### src/rtl/gpu_out_fifo_if.sv
// Host-side drain stream of the GPU output FIFO.
// First-word-fall-through head with valid/ready handshake.
interface gpu_out_fifo_if #(
   parameter int data_width = 32
);
   logic                  out_valid;
   logic                  out_ready;
   logic [data_width-1:0] out_data;
   logic                  out_is_float;

   modport master (
      output out_valid,
      output out_data,
      output out_is_float,
      input  out_ready
   );

   modport slave (
      input  out_valid,
      input  out_data,
      input  out_is_float,
      output out_ready
   );
endinterface

### src/rtl/gpu_out_fifo.sv
// Buffers the core's print/debug output stream for the host and
// reports a drained halt once every pre-halt word has been popped.
module gpu_out_fifo #(
   parameter int data_width = 32,
   parameter int depth      = 16,
   parameter int drop_width = 16
) (
   input  logic                    clk,
   input  logic                    rst,
   input  logic                    clr,
   input  logic                    in_en,
   input  logic                    in_flen,
   input  logic [data_width-1:0]   in_data,
   input  logic                    core_halt,
   gpu_out_fifo_if.master          out_if,
   output logic [$clog2(depth):0]  count,
   output logic                    overflow,
   output logic [drop_width-1:0]   drop_count,
   output logic                    halt_done
);

   localparam int aw = $clog2(depth);
   localparam int cw = aw + 1;
   localparam logic [cw-1:0] full_cnt = cw'(depth);

   typedef enum logic [1:0] {
      H_IDLE,
      H_PEND,
      H_DONE
   } halt_t;

   logic [data_width:0] mem [depth];
   logic [aw-1:0]       wr_ptr;
   logic [aw-1:0]       rd_ptr;
   logic [cw-1:0]       count_nxt;
   logic                wclr;
   logic                pop;
   logic                push;
   logic                drop;
   halt_t               state;
   halt_t               state_nxt;

   assign wclr = rst | clr;
   assign pop  = out_if.out_valid & out_if.out_ready;
   assign push = in_en & ((count < full_cnt) | pop);
   assign drop = in_en & ~push;

   assign out_if.out_valid = (count != '0);
   assign {out_if.out_is_float, out_if.out_data} = mem[rd_ptr];

   always_comb begin
      count_nxt = count;
      if (push && !pop)
         count_nxt = count + 1'b1;
      else if (pop && !push)
         count_nxt = count - 1'b1;
   end

   // Storage is never cleared; pointers and count define what is live.
   always_ff @(posedge clk) begin
      if (push && !wclr)
         mem[wr_ptr] <= {in_flen, in_data};
   end

   always_ff @(posedge clk) begin
      if (wclr) begin
         wr_ptr     <= '0;
         rd_ptr     <= '0;
         count      <= '0;
         overflow   <= 1'b0;
         drop_count <= '0;
      end else begin
         if (push)
            wr_ptr <= wr_ptr + 1'b1;
         if (pop)
            rd_ptr <= rd_ptr + 1'b1;
         count <= count_nxt;
         if (drop) begin
            overflow <= 1'b1;
            if (drop_count != '1)
               drop_count <= drop_count + 1'b1;
         end
      end
   end

   always_ff @(posedge clk) begin
      if (wclr)
         state <= H_IDLE;
      else
         state <= state_nxt;
   end

   // An already-empty FIFO goes straight to DONE so halt_done
   // follows core_halt by a single cycle.
   always_comb begin
      state_nxt = state;
      unique case (state)
         H_IDLE: begin
            if (core_halt)
               state_nxt = (count_nxt == '0) ? H_DONE : H_PEND;
         end
         H_PEND: begin
            if (!core_halt)
               state_nxt = H_IDLE;
            else if (count_nxt == '0)
               state_nxt = H_DONE;
         end
         H_DONE: begin
            if (!core_halt)
               state_nxt = H_IDLE;
            else if (count_nxt != '0)
               state_nxt = H_PEND;
         end
         default: state_nxt = H_IDLE;
      endcase
   end

   assign halt_done = (state == H_DONE);

endmodule

### src/flat_wrapper.sv
// flat-port wrapper written by rule: the top's interface ports become plain ports
module gpu_out_fifo_flat 
#(
   parameter int data_width = 32,
   parameter int depth      = 16,
   parameter int drop_width = 16
)
  (clk, rst, clr, in_en, in_flen, in_data, core_halt, count, overflow, drop_count, halt_done, out_if_out_valid, out_if_out_data, out_if_out_is_float, out_if_out_ready);
  gpu_out_fifo_if #(.data_width(data_width)) out_if_i ();
  input  logic clk;
  input  logic rst;
  input  logic clr;
  input  logic in_en;
  input  logic in_flen;
  input  logic [data_width-1:0] in_data;
  input  logic core_halt;
  output logic [$clog2(depth):0] count;
  output logic overflow;
  output logic [drop_width-1:0] drop_count;
  output logic halt_done;
  output wire logic [$bits(out_if_i.out_valid)-1:0] out_if_out_valid;
  output wire logic [$bits(out_if_i.out_data)-1:0] out_if_out_data;
  output wire logic [$bits(out_if_i.out_is_float)-1:0] out_if_out_is_float;
  input wire logic [$bits(out_if_i.out_ready)-1:0] out_if_out_ready;
  assign out_if_out_valid = out_if_i.out_valid;
  assign out_if_out_data = out_if_i.out_data;
  assign out_if_out_is_float = out_if_i.out_is_float;
  assign out_if_i.out_ready = out_if_out_ready;
  gpu_out_fifo #(.data_width(data_width), .depth(depth), .drop_width(drop_width)) u_core (.clk(clk), .rst(rst), .clr(clr), .in_en(in_en), .in_flen(in_flen), .in_data(in_data), .core_halt(core_halt), .out_if(out_if_i), .count(count), .overflow(overflow), .drop_count(drop_count), .halt_done(halt_done));
endmodule
### config.mk
export PLATFORM = sky130hd
export DESIGN_NAME = gpu_out_fifo_flat
export DESIGN_NICKNAME = d
export VERILOG_FILES = /design/src/rtl/gpu_out_fifo_if.sv /design/src/rtl/gpu_out_fifo.sv /design/src/flat_wrapper.sv
export SDC_FILE = /design/constraint.sdc
export NUM_CORES = 1
export LEC_CHECK = 0
export BUFFER_PORTS_ARGS = -buffer_cell sky130_fd_sc_hd__buf_4
export CORE_ASPECT_RATIO = 1.1
export CORE_MARGIN = 2
export CORE_UTILIZATION = 40
export CTS_CLUSTER_DIAMETER = 60
export DETAILED_ROUTE_END_ITERATION = 8
export SYNTH_ARGS = -nofsm -noshare
export SYNTH_HDL_FRONTEND = slang
export SYNTH_SLANG_ARGS = --single-unit
### constraint.sdc
create_clock -name clk -period 3.8 [get_ports clk]
set_input_delay 1.14 -clock clk [delete_from_list [all_inputs] [get_ports clk]]
set_output_delay 1.14 -clock clk [all_outputs]
set_load 0.05 [all_outputs]
# Word-level counts from Yosys, hierarchy flattened
# Memory sizes are Yosys's and may differ from the RTL's. A register that Yosys moved wholly into a read port is not among the register bits.
# Cells that the tools add are included.
# op_classes
muxes	13
reduce_logical	12
bitwise_logic	6
add_sub_neg	5
eq_ne	6
n_lt_le_gt_ge	1
# ops
operator	n
16-bit by 1-bit adder with 16-bit output (second input constant)	1
16-bit inequality test (second input constant)	1
2-bit two-way mux	6
5-bit two-way mux	2
5-bit nonzero test	2
4-bit by 1-bit adder with 4-bit output (second input constant)	2
4-bit two-way mux	2
3-bit by 2-bit inequality test with 1-bit output (second input constant)	2
2-bit one-hot mux with 3 select lines	1
5-bit by 1-bit adder with 5-bit output (second input constant)	1
5-bit zero test	1
5-bit less-than comparator (second input constant)	1
5-bit by 1-bit subtractor with 5-bit output (second input constant)	1
1-bit bitwise AND	3
1-bit logical AND	3
1-bit zero test	3
3-bit AND reduction	1
2-bit by 1-bit equality test with 1-bit output (second input constant)	1
2-bit equality test (second input constant)	1
2-bit zero test	1
1-bit two-way mux	2
2-bit inequality test (second input constant)	1
1-bit bitwise OR	2
2-bit AND reduction	1
1-bit inverter	1
# word_totals
mem_count	1
wordCells	50
output_inout_bits	57
mem_bits_rw	528
register_bits	32
input_bits	39
# mem_list
name	words	width	rd	rd_clocked_by_memory_dff	write_ports	line	text
u_core.mem	16	33	1	1	1	gpu_out_fifo.sv:32	logic [data_width:0] mem [depth];

# Longest topological paths before layout
# Gate-level depths: netlist (run 1).
# depth
ltp_word	12
mapped_depth	8
ltp_nobuf	7

# Worst setup path before layout (run 1)
# Ideal clock, no wire load.
# synth_timing
path_type	input to register
from	input port out_if_out_ready
to	memory u_core.mem[7][0] in the netlist's numbering, enable pin
arrival_ns	3.536
setup_slack_ns	-0.159
required_ns	3.377
setup_time_ns	0.423
stages	6
n_path_buf	1
path_cell_list	buf_2 > inv_1 > a21oi_1 > and3_1 > nand2_1 > nor2_1
# synth_between
elab_chain_len	6
# synth_lines
item	line	text
start, declared	flat_wrapper.sv:24	input wire logic [$bits(out_if_i.out_ready)-1:0] out_if_out_ready;
1-bit bitwise AND	gpu_out_fifo.sv:44	assign pop = out_if.out_valid & out_if.out_ready;
1-bit bitwise OR	gpu_out_fifo.sv:45	assign push = in_en & ((count < full_cnt) | pop);
1-bit bitwise AND	gpu_out_fifo.sv:45	
1-bit logical AND	gpu_out_fifo.sv:61	if (push && !wclr)
1-bit two-way mux	gpu_out_fifo.sv:61	
1-bit two-way mux (not written as such)	gpu_out_fifo.sv:62	mem[wr_ptr] <= {in_flen, in_data};
end, declared	gpu_out_fifo.sv:32	
# Every way passes these cells.

==> results of run 1 <==
==> cells in the mapped netlist (3+ instances only) <==
library cell / instances / share of area (%)
edfxtp_1: 528 / 73
mux4_2: 165 / 17
nor2_1: 37 / 0.64
dfxtp_1: 36 / 3.3
clkbuf_1: 29 / 0.50
nand2_1: 16 / 0.28
inv_1: 13 / 0.23
xor2_1: 12 / 0.48
buf_2: 11 / 0.25
nand3_1: 10 / 0.23
a21oi_1: 9 / 0.21
and3_1: 9 / 0.26
and2_1: 8 / 0.23
ha_1: 8 / 0.46
o211ai_1: 6 / 0.21
o21ai_0: 6 / 0.14
buf_1: 5 / 0.087
nand4_1: 5 / 0.14
nor2b_1: 4 / 0.12
xnor2_1: 4 / 0.16
a31oi_1: 3 / 0.087
and4_1: 3 / 0.12
buf_6: 3 / 0.16
nor3_1: 3 / 0.069
or4_1: 3 / 0.10
==> logic make-up (layout without fill, tap and decap cells) <==
| kind of cell | count (synthesis) | in the layout | share of synthesized area, % |
|---|---|---|---|
| compound gates | 40 | 40 | 1.25 |
| fa+ha+maj | 8 | 8 | 0.462 |
| buf+inv | 61 | 278 | 1.22 |
| xor+xnor | 16 | 16 | 0.646 |
| flops | 564 | 564 | 76.4 |
| mux | 167 | 167 | 17.2 |
| simple gates | 111 | 111 | 2.74 |
==> worst max-delay path, cell delays in order (launching register included) <==
cell	delay (ns)
dfxtp_4	0.41
buf_12	0.19
buf_4	0.17
mux4_2	0.51
mux4_2	0.53
buf_6	0.19
==> metrics by stage <==
stage	setup WS, ns	hold WS, ns
after global routing	-0.0213	0.525
after floorplan	-0.0510	0.459
final	0.0292	0.486
after CTS	-0.0321	0.485
after detailed placement	0.478	0.467
after global placement	0.474	0.467
==> worst paths after layout <==
check / end / slack [ns]
worst max-delay path: out_if_out_data[19] / 0.03
worst min-delay path: u_core.overflow / 0.49
worst max register to register: u_core.state[1] / 1.45
worst min register to register: u_core.overflow / 0.49
==> area by class of cell <==
cell class	instances	area, um2	share of cell area (%)
repair buffers	162	1770	6.83
well taps	728	911	3.51
clock inverters	41	315	1.21
multi-input cells	342	4890	18.9
inverters	13	48.8	0.188
clock buffers	62	1420	5.49
flip-flops and latches	564	16600	63.9
==> metal layers <==
metal | part of all wire [%] | GRT usage [%]
met3 | 5.1 | 3.15
met5 | 0.053 | 0
met4 | 2.0 | 4.36
met1 | 44 | 23.9
met2 | 49 | 27.8
==> state kept, by name (all words and copies together) (netlist names), named ones only <==
| signal | count |
|---|---|
| u_core.overflow | 1 |
| u_core.count | 5 |
| u_core.drop_count | 16 |
| u_core.wr_ptr | 4 |
| u_core.rd_ptr | 4 |
| u_core.state | 2 |
| u_core.mem | 528 |
==> where the power goes <==
| group | switching [mW] | total (mW) | internal, mW | leakage, nW |
|---|---|---|---|---|
| sequential | 0.00859 | 6.81 | 6.80 | 5.04 |
| clock | 2.32 | 5.23 | 2.91 | 0.845 |
| combinational | 0.241 | 0.406 | 0.165 | 2.26 |
==> what timing repair did <==
item,in CTS,in global routing
resized for setup,41,7
cloned,6,2
endpoints found under the setup margin,31,19
buffers inserted,10,0
hold endpoints to repair,0,0
==> metrics.txt, run 1 <==
Area growth, synth to finish 19.7%; clock latency on the worst-skew pair 0.62 ns; 1st-pass router iterations 5; DP HPWL 25.8 mm; Critical Path RT 2.66 ns; vias per inst 5.38; worst reg2reg path startpoint u_core.count[0]; total power draw 12.4 mW; Syn Nets 1014; Worst setup SP type register; Hold Startpoint u_core.overflow; CTS tree done; Synth Flop Type edfxtp_1; setup TNS 0 ns; clk sinks 564; iteration-0 DRC count of the detailed router 860; MaxCap Viol Count 0; total global routing overflow 0; Cell Count, Final, Fillers Out 1912; total wire length 47.3 mm; nets@finish 1186; WHS Path Cells 2; crit path max fanout 9; Pleak 8.15 nW; Worst-path clk slew 0.06 ns; sequential area share after synthesis 76.4%; die area 0.0561 mm2; dpl cells 1794; Final Cycle Share 99.2%; crit path DAT 2.63 ns; chip width 226 um; Final ANT Viol Nets 0; Post-synth EDFFs 528; Mapped Avg Cell Area 22.4 um2; RSZ-0062 raised after global routing yes; Mapped Cells 967; synth unique cells 50; #FFs+latches synth 564; htree depth 2; Slew @ Worst Pin 0.563 ns; YS warnings 0; share of layout cells above drive strength 1 36.9%; Worst Skew 0.0254 ns; hold crit path type register to register; initial antenna violation count 2; GRT Total Usage 17.1%; P per Cell Area 479 mW/mm2; Worst Setup End Kind primary output; Final Hold Fails 0; ys async rst share 0%; Rows 89; core outline area 0.0536 mm2; n_diodes 0; hold buffers post-CTS 0; largest net degree at the start of global routing 67; GP Congestion 0.789; Fill cells 4333; DRC Markers 0; Vias 10278; die height 248 um; minimum clock period 3.77 ns; vias in the first global route 10663; Port Buffers 95; Final Max Tran Viols 0; placed instance area 0.0238 mm2; status finished clean; # setup viols final 0; leading cell type in the layout, fill and taps excluded edfxtp_1; Clock Tree Root clkbuf_16; Max Freq 0.265 GHz; initial cell density of the core 40.5%; Mapped Area 0.0217 mm2; TritonCTS Buffers 56; Relative slew margins 62.4%; first-pass GRT wire length 69.4 mm; final core occ 48.5%; Wirelength per Cell 24.7 um; Setup CP Type register to primary output; reg2reg path depth 7; Worst VDD drop 0.350 mV; post-route cell area 0.0260 mm2; clock tree buffer depth 3; IO Pins 96; leading cell types in the layout, fill and taps excluded 528 x edfxtp_1, 165 x mux4_2, 102 x buf_4
Note: power is estimated with default switching activity, not from simulation.
==> run 2: changes to the inputs <==
--- a/config.mk
+++ b/config.mk
@@ -11,6 +11,7 @@
 export CORE_UTILIZATION = 40
 export CTS_CLUSTER_DIAMETER = 60
 export DETAILED_ROUTE_END_ITERATION = 8
+export SLEW_MARGIN = 0
 export SYNTH_ARGS = -nofsm -noshare
 export SYNTH_HDL_FRONTEND = slang
 export SYNTH_SLANG_ARGS = --single-unit
==> constraint.sdc (replaced) <==
create_clock -name clk -period 4.7 [get_ports clk]
set_input_delay 1.41 -clock clk [delete_from_list [all_inputs] [get_ports clk]]
set_output_delay 1.41 -clock clk [all_outputs]
set_load 0.05 [all_outputs]
==> run 2 against run 1 <==
  * Core utilization down 0.93 points
  * Sequential power shrank 19%
  * Register-to-register slack improved by 0.84 ns
  * Clock skew is 0.0064 ns lower
  * Largest cell class unchanged
==> metrics.txt, run 2 (synthesis results as in run 1) <==
1st-pass router iterations 6 (+1); iteration-0 DRC count of the detailed router 868 (+0.93%); post-route cell area 0.0255 mm2 (-1.9%); minimum clock period 4.44 ns; Final Max Tran Viols 0 (unchanged); Comb pwr share 2.9% (-0.4 points); Setup CP Type register to primary output; Worst setup SP type register; Final Cycle Share 94.4%; Worst Setup End Kind primary output; status finished clean; leading cell types in the layout, fill and taps excluded 528 x edfxtp_1, 165 x mux4_2, 118 x buf_4; crit path max fanout 27 (+18); crit path DAT 3.03 ns (+0.40 ns); GRT Total Usage 16.9% (-0.16 points); most flop-heavy register u_core.mem; Worst Skew 0.0190 ns (-0.00638 ns); Switch Pwr 2.08 mW (-19%); leading cell type in the layout, fill and taps excluded edfxtp_1; GP Congestion 0.750 (-4.9%); chip width 226 um (unchanged); vias per inst 5.39 (+0.28%); IO Pins 96 (unchanged); clk sinks 564 (unchanged); # setup viols final 0 (unchanged); Hold Startpoint u_core.overflow; final core occ 47.5% (-0.93 points); Vias 10183 (-0.92%); htree depth 2 (unchanged); Slew @ Worst Pin 0.873 ns (+0.310 ns); initial cell density of the core 40.5% (unchanged); Critical Path RT 3.29 ns (+0.63 ns); die height 248 um (unchanged); Worst-path clk slew 0.06 ns (about the same); TritonCTS Buffers 59 (+5.4%); Largest register FFs 528 (unchanged); vias in the first global route 10762 (+0.93%); CTS tree done; clock latency on the worst-skew pair 0.61 ns (about the same); Wirelength per Cell 24.5 um (-1.1%); P per Cell Area 402 mW/mm2 (-16%); die area 0.0561 mm2 (unchanged); RSZ-0062 raised after global routing no; nets@finish 1159 (-2.3%); Port Buffers 95 (unchanged); total wire length 46.2 mm (-2.3%); Relative slew margins 41.8% (-21 points); Final ANT Viol Nets 0 (unchanged); Seq pwr share 53.8% (-0.9 points); Worst VDD drop 0.255 mV (-27%); first-pass GRT wire length 69.5 mm (+0.11%); Area growth, synth to finish 17.4%; post-CTS setup buffer count 0 (-10); DP HPWL 26.1 mm (+1.0%); hold crit path type register to register; largest net degree at the start of global routing 48 (-28%); worst reg2reg path startpoint u_core.count[4]; DRC Markers 0 (unchanged); n_diodes 0 (unchanged); total global routing overflow 0 (unchanged); initial antenna violation count 2 (unchanged); Hold Slack 0.483 ns (-0.00243 ns); MaxCap Viol Count 0 (unchanged); Final Hold Fails 0 (unchanged); core outline area 0.0536 mm2 (unchanged); Internal 8.15 mW (-17%); Sw Ratio 20.4% (-0.29 points); hold buffers post-CTS 0 (unchanged); Fill cells 4356 (+0.53%); Rows 89 (unchanged); placed instance area 0.0236 mm2 (-0.79%); Pleak 7.93 nW (-2.7%); share of layout cells above drive strength 1 35.1% (-1.9 points); Clk pwr share 43.3% (+1.3 points); clock tree buffer depth 3 (unchanged); Max Freq 0.225 GHz; Clock Tree Root clkbuf_16; Regs by FF count u_core.mem (528), u_core.drop_count (16), u_core.count (5); CTS resizes 0 (-100%); setup TNS 0 ns (unchanged)
==> run 2: worst max-delay path, cell delays in order, from the launching register on <==
cell and delay (ns):
dfxtp_4 0.76, buf_4 0.40, mux4_2 0.53, mux4_2 0.50, buf_4 0.21
==> run 2: path summary, 6_finish.rpt <==
path / endpoint / slack, ns / cells past startpoint
worst max-delay path: out_if_out_data[27] / 0.26 / 4
worst min-delay path: u_core.overflow / 0.48 / 2
worst max register to register: u_core.mem[11][30] / 2.29 / 5
worst min register to register: u_core.overflow / 0.48 / 2
==> run 2: final cells by class <==
type | instances | area (um2) | area share [%]
Sequential cell | 564 | 16600 | 65.2
Multi-Input combinational cell | 342 | 4890 | 19.2
Clock buffer | 76 | 1580 | 6.22
Timing Repair Buffer | 132 | 1170 | 4.58
Tap cell | 728 | 911 | 3.58
Clock inverter | 34 | 264 | 1.04
Inverter | 13 | 48.8 | 0.192
==> run 2: metal layers <==
metal	vias up	GRT usage (%)	part of all wire (%)
li1	4377	-	-
met1	5487	22.6	43
met2	243	28.5	50
met3	72	3.24	4.7
met4	4	4.62	2.2
met5	-	0	0.050
==> run 2: stage by stage <==
step	instances	setup WS (ns)	total power [mW]
2_1_floorplan	967	0.471	5.78
3_3_place_gp	1779	0.803	5.91
3_5_place_dp	1779	0.804	5.92
4_1_cts	1889	0.133	10.3
5_1_grt	1889	0.0845	10.6
6_report	1889	0.264	10.2
==> run 2: power groups by stage <==
stage                     sequential [mW]  combinational (mW)  clock, mW
final                                5.51               0.299       4.43
after global routing                 5.51               0.324       4.72
after CTS                            5.51               0.306       4.53
after detailed placement             5.61               0.306          0
after global placement               5.61               0.298          0
after floorplan                      5.62               0.161          0
